==> config.mk <==
export PLATFORM = sky130hd
export DESIGN_NAME = date_counter
export DESIGN_NICKNAME = d
export VERILOG_FILES = /design/src/rtl/date_counter.sv
export SDC_FILE = /design/constraint.sdc
export NUM_CORES = 1
export LEC_CHECK = 0
export BUFFER_PORTS_ARGS = -buffer_cell sky130_fd_sc_hd__buf_2
export CORE_ASPECT_RATIO = 1.4
export CORE_UTILIZATION = 35
export DETAILED_ROUTE_END_ITERATION = 10
export PLACE_DENSITY = 0.66
export SYNTH_ARGS = -nofsm -noshare
export SYNTH_HDL_FRONTEND = slang
export SYNTH_SLANG_ARGS = --single-unit
==> constraint.sdc <==
create_clock -name clk -period 3.5 [get_ports clk]
set_input_delay 0.875 -clock clk [delete_from_list [all_inputs] [get_ports clk]]
set_output_delay 0.875 -clock clk [all_outputs]
set_load 0.01 [all_outputs]
==> src/rtl/date_counter.sv <==
// date_counter: calendar date register (day / month / year offset from 2000).
//   Advances one day on each day_tick and loads a user date on set_en after
//   validating it. A set takes one extra cycle (LOAD state), and ticks that
//   arrive with set_en or during LOAD are discarded.
// Ports:
//   clk        single clock, rising edge
//   rst        asynchronous active-high reset to RST_DAY/RST_MON/RST_YEAR
//   day_tick   one-cycle midnight pulse
//   set_en     one-cycle load strobe; set_day/set_mon/set_year hold the date
//   Day_Date   day of month (1..31), registered
//   Mon_Date   month (1..12), registered
//   Year_Date  year offset from 2000 (0..99), registered
//   set_err    one-cycle pulse when a set is rejected
//   year_wrap  one-cycle pulse when the year rolls 99 -> 0
// Build option: define DATE_COUNTER_LEAP_EN to give February 29 days when
//   the year offset is a multiple of 4; otherwise February always has 28.
module date_counter #(
  parameter int RST_DAY  = 1,
  parameter int RST_MON  = 1,
  parameter int RST_YEAR = 0
) (
  input  logic       clk,
  input  logic       rst,
  input  logic       day_tick,
  input  logic       set_en,
  input  logic [5:0] set_day,
  input  logic [3:0] set_mon,
  input  logic [6:0] set_year,
  output logic [5:0] Day_Date,
  output logic [3:0] Mon_Date,
  output logic [6:0] Year_Date,
  output logic       set_err,
  output logic       year_wrap
);

  localparam logic [5:0] RST_D = RST_DAY[5:0];
  localparam logic [3:0] RST_M = RST_MON[3:0];
  localparam logic [6:0] RST_Y = RST_YEAR[6:0];

  typedef enum logic {RUN, LOAD} state_t;

  state_t     r_state, w_next_state;
  logic [5:0] r_day, w_day;
  logic [3:0] r_mon, w_mon;
  logic [6:0] r_year, w_year;
  logic       r_set_err, w_set_err;
  logic       r_year_wrap, w_year_wrap;

  // Set fields captured when set_en is taken; validated and committed in LOAD.
  logic [5:0] r_ld_day;
  logic [3:0] r_ld_mon;
  logic [6:0] r_ld_year;

  logic       w_cur_leap, w_ld_leap;
  logic [5:0] w_cur_dim, w_ld_dim;
  logic       w_ld_valid;

  function automatic logic [5:0] days_in_month(input logic [3:0] m, input logic leap);
    logic [5:0] d;
    case (m)
      4'd2:                      d = leap ? 6'd29 : 6'd28;
      4'd4, 4'd6, 4'd9, 4'd11:   d = 6'd30;
      default:                   d = 6'd31;
    endcase
    return d;
  endfunction

`ifdef DATE_COUNTER_LEAP_EN
  assign w_cur_leap = (r_year[1:0] == 2'b00);
  assign w_ld_leap  = (r_ld_year[1:0] == 2'b00);
`else
  assign w_cur_leap = 1'b0;
  assign w_ld_leap  = 1'b0;
`endif

  assign w_cur_dim  = days_in_month(r_mon, w_cur_leap);
  assign w_ld_dim   = days_in_month(r_ld_mon, w_ld_leap);
  assign w_ld_valid = (r_ld_mon >= 4'd1) && (r_ld_mon <= 4'd12) &&
                      (r_ld_year <= 7'd99) &&
                      (r_ld_day >= 6'd1) && (r_ld_day <= w_ld_dim);

  always_comb begin
    w_next_state = r_state;
    w_day        = r_day;
    w_mon        = r_mon;
    w_year       = r_year;
    w_set_err    = 1'b0;
    w_year_wrap  = 1'b0;
    case (r_state)
      RUN: begin
        if (set_en) begin
          // set_en wins over a coincident tick; the tick is dropped.
          w_next_state = LOAD;
        end else if (day_tick) begin
          if (r_day < w_cur_dim) begin
            w_day = r_day + 6'd1;
          end else begin
            w_day = 6'd1;
            if (r_mon == 4'd12) begin
              w_mon = 4'd1;
              if (r_year >= 7'd99) begin
                w_year      = '0;
                w_year_wrap = 1'b1;
              end else begin
                w_year = r_year + 7'd1;
              end
            end else begin
              w_mon = r_mon + 4'd1;
            end
          end
        end
      end
      LOAD: begin
        w_next_state = RUN;
        if (w_ld_valid) begin
          w_day  = r_ld_day;
          w_mon  = r_ld_mon;
          w_year = r_ld_year;
        end else begin
          w_set_err = 1'b1;
        end
      end
      default: w_next_state = RUN;
    endcase
  end

  always_ff @(posedge clk or posedge rst) begin
    if (rst) begin
      r_state     <= RUN;
      r_day       <= RST_D;
      r_mon       <= RST_M;
      r_year      <= RST_Y;
      r_set_err   <= 1'b0;
      r_year_wrap <= 1'b0;
      r_ld_day    <= '0;
      r_ld_mon    <= '0;
      r_ld_year   <= '0;
    end else begin
      r_state     <= w_next_state;
      r_day       <= w_day;
      r_mon       <= w_mon;
      r_year      <= w_year;
      r_set_err   <= w_set_err;
      r_year_wrap <= w_year_wrap;
      if (r_state == RUN && set_en) begin
        r_ld_day  <= set_day;
        r_ld_mon  <= set_mon;
        r_ld_year <= set_year;
      end
    end
  end

  assign Day_Date  = r_day;
  assign Mon_Date  = r_mon;
  assign Year_Date = r_year;
  assign set_err   = r_set_err;
  assign year_wrap = r_year_wrap;

endmodule

==> impl_metrics.tcl <==
set metrics [dict create \
    finalHoldViolCount 0 \
    wl_um 4880 \
    final_util_pct 43.7 \
    syn-instance-count 208 \
    root_buffer "clkbuf_8" \
    critPathTopFamily "simple AND/OR/NAND/NOR gates" \
    rows 32 \
    worstPathRequired_ps 3680 \
    syn-num-nets 238 \
    stdcell_area_sq_mm 0.00245 \
    path_class "flop to flop" \
    post_cts_resized 0 \
    irDropWorstVdd_mv 0.332 \
    die_h_um 93.2 \
    post_cts.repair.setup_buffers 0 \
    antenna_left 0 \
    cp-end-kind "flop" \
    dp_cells 311 \
    synth_seq_cells 37 \
    clock_path_buffers 2 \
    setup_viol 0 \
    cts_made_buffers 5 \
    io_buffers 39 \
    met1_usage_pct 21.3 \
    die-area_sq_mm 0.00625 \
    relSlewSlack_pct 51.3 \
    antenna_found_initial 0 \
    first_pass_iters 4 \
    cp_cell_sequence "nor4b_1, ha_1, nand2b_1, a221oi_4, nor4_4, o31ai_4, o21bai_1, a221o_2" \
    die_w_um 67.1 \
    tightestPinTransition_ps 728 \
    numClockSinks 37 \
    arrival_ps 2830 \
    globalRouteTotalUtil_pct 18.1 \
    finClkSkew_ps 7.50 \
    antenna_cells 0 \
    grt_max_degree 21 \
    synth-edff-count 0 \
    grt.busiest_layer "met2" \
    maxSlewViolCount 0 \
    post-route-min-period_ps 2650 \
    worstSkewPairLatency_ps 290 \
    grt_first_pass_wirelength_um 8400 \
    io_pins 40 \
    critPathLaunchType "flop" \
    outcome "finished clean" \
    seq_area_frac_synth_pct 44.7 \
    ctsHoldBuffers 0 \
    cp_num_buf_inv 0 \
    stdcell_count 319 \
    fin_crit_sh_pct 75.9 \
    coreArea_sq_mm 0.00561 \
    rsz0062_at_grt "false" \
    power_density_mw_per_mm2 652 \
    yosys_warnings 0 \
    placed_area_sq_mm 0.00235 \
    drtIter0Drc 113 \
    p_total_mw 1.60 \
    synthFlopType "dfrtp_1" \
    grt_util_met3_pct 4.27 \
    hold_class "flop to flop" \
    ys_types 51 \
    num_vias 1721 \
    fin_ws_ps 845 \
    drc_errors 0 \
    async_flop_share_pct 100 \
    tns_ps 0 \
    fin_hold_ws_ps 524 \
    fmax_mhz 377 \
    clk_pin_slew_ps 80 \
    grt_overflow_total 0 \
    cellLeakagePower_nw 1.10 \
    max_stage_delay_ps 470 \
    routed_via_density 5.39 \
    syn_area_sq_mm 0.00208 \
    syn_avg_cell_area_sq_um 9.99 \
    layout-drive-gt1-share_pct 31.5 \
    syn_to_final_growth_pct 17.9 \
    drv_cap 0 \
    initial_core_util_pct 37.1 \
    cts_tree "built" \
    htreeDepth 2 \
    crit_path_max_fanout 10 \
    nNetsFinal 280 \
    grt_pass1_vias 1767 \
    wl_per_cell_um 15.3 \
    gp_congestion 0.808 \
    hpwl_um 3710 \
    post-place-ws_ps 836 \
    use_met2_pct 30.2 \
    critical_path.slowest_cell "nor4_4" \
]
==> final timing paths <==
| path | from | end | slack (ps) | cells past startpoint |
|---|---|---|---|---|
| worst min register to register | r_ld_year[1] | r_ld_year[1] | 520 | 1 |
| max in group asynchronous | rst | Mon_Date[2] | 2100 | 3 |
| worst max register to register | r_ld_mon[2] | Year_Date[4] | 850 | 8 |
| min in group asynchronous | rst | r_state | 680 | 2 |
| worst max-delay path | r_ld_mon[2] | Year_Date[4] | 850 | 8 |
| worst min-delay path | r_ld_year[1] | r_ld_year[1] | 520 | 1 |
==> registers in the layout (all words and copies together), names as in the netlist <==
| signal | cells |
|---|---|
| Year_Date | 7 |
| r_ld_year | 7 |
| Day_Date | 6 |
| r_ld_day | 6 |
| Mon_Date | 4 |
| r_ld_mon | 4 |
| r_state | 1 |
| set_err | 1 |
| year_wrap | 1 |
==> kinds of logic after synthesis <==
kind of cell	Yosys count	synth area share (%)
AO/OA/AOI/OAI	55	19.2
adder cells (fa/ha/maj)	9	5.42
buffers and inverters	21	4.27
flip-flops	37	44.7
multiplexers	15	8.07
AND/OR/NAND/NOR	71	18.4
==> power breakdown <==
| group | switching, mW | internal [mW] | leakage, nW |
|---|---|---|---|
| Sequential | 0.168 | 0.548 | 0.443 |
| Combinational | 0.297 | 0.255 | 0.599 |
| Clock | 0.152 | 0.178 | 0.0542 |
==> per-layer routing <==
metal  wire [um]  vias up
li1            -      848
met1        2040      810
met2        2470       49
met3         214       14
met4         150        0
met5           0        -
==> Yosys cell counts (all sizes together) (2+ instances only) <==
cell,n,area share (%)
dfrtp,35,42
nor2,18,3.4
mux2,14,7.6
nand2,14,2.5
o21ai,14,3.4
inv,13,2.3
a21oi,10,2.4
ha,9,5.4
nand3,9,2.2
nor3,6,1.4
nor4,5,2.2
a21o,4,1.5
a22oi,4,1.4
buf,4,1.2
clkbuf,4,0.72
nand2b,4,1.2
o22ai,4,1.2
a221oi,3,2.1
and3,3,0.96
a221o,2,1.0
a31oi,2,0.60
a32oi,2,0.84
dfstp,2,2.5
nor3b,2,0.72
o211ai,2,0.72
or2b,2,0.78
or4,2,0.72
==> layout by cell type, fill, tap and decap left out, types with 2 or more instances in the layout <==
cell type	instances
ha_1	9
o211ai_1	2
buf_2	39
o21ai_0	14
a21oi_1	10
clkbuf_8	7
nor2_1	17
nor3_1	6
dfrtp_1	35
a22oi_1	4
nand2b_1	4
or4_1	2
nor4_1	4
nor3b_1	2
dfstp_2	2
a32oi_1	2
a21o_1	3
inv_1	13
a31oi_1	2
buf_4	4
nand2_1	14
a221oi_1	2
mux2_2	14
o22ai_1	4
nand3_1	9
and3_1	2
==> area by class of cell <==
class / instances / area [sq um]
Timing Repair Buffer: 43 / 225
Tap cell: 68 / 85.1
Clock buffer: 7 / 96.3
Clock inverter: 1 / 5.00
Multi-Input combinational cell: 150 / 1060
Inverter: 13 / 48.8
Sequential cell: 37 / 928
Fill cell: 567 / 3160
Note: power is estimated with default switching activity, not from simulation.
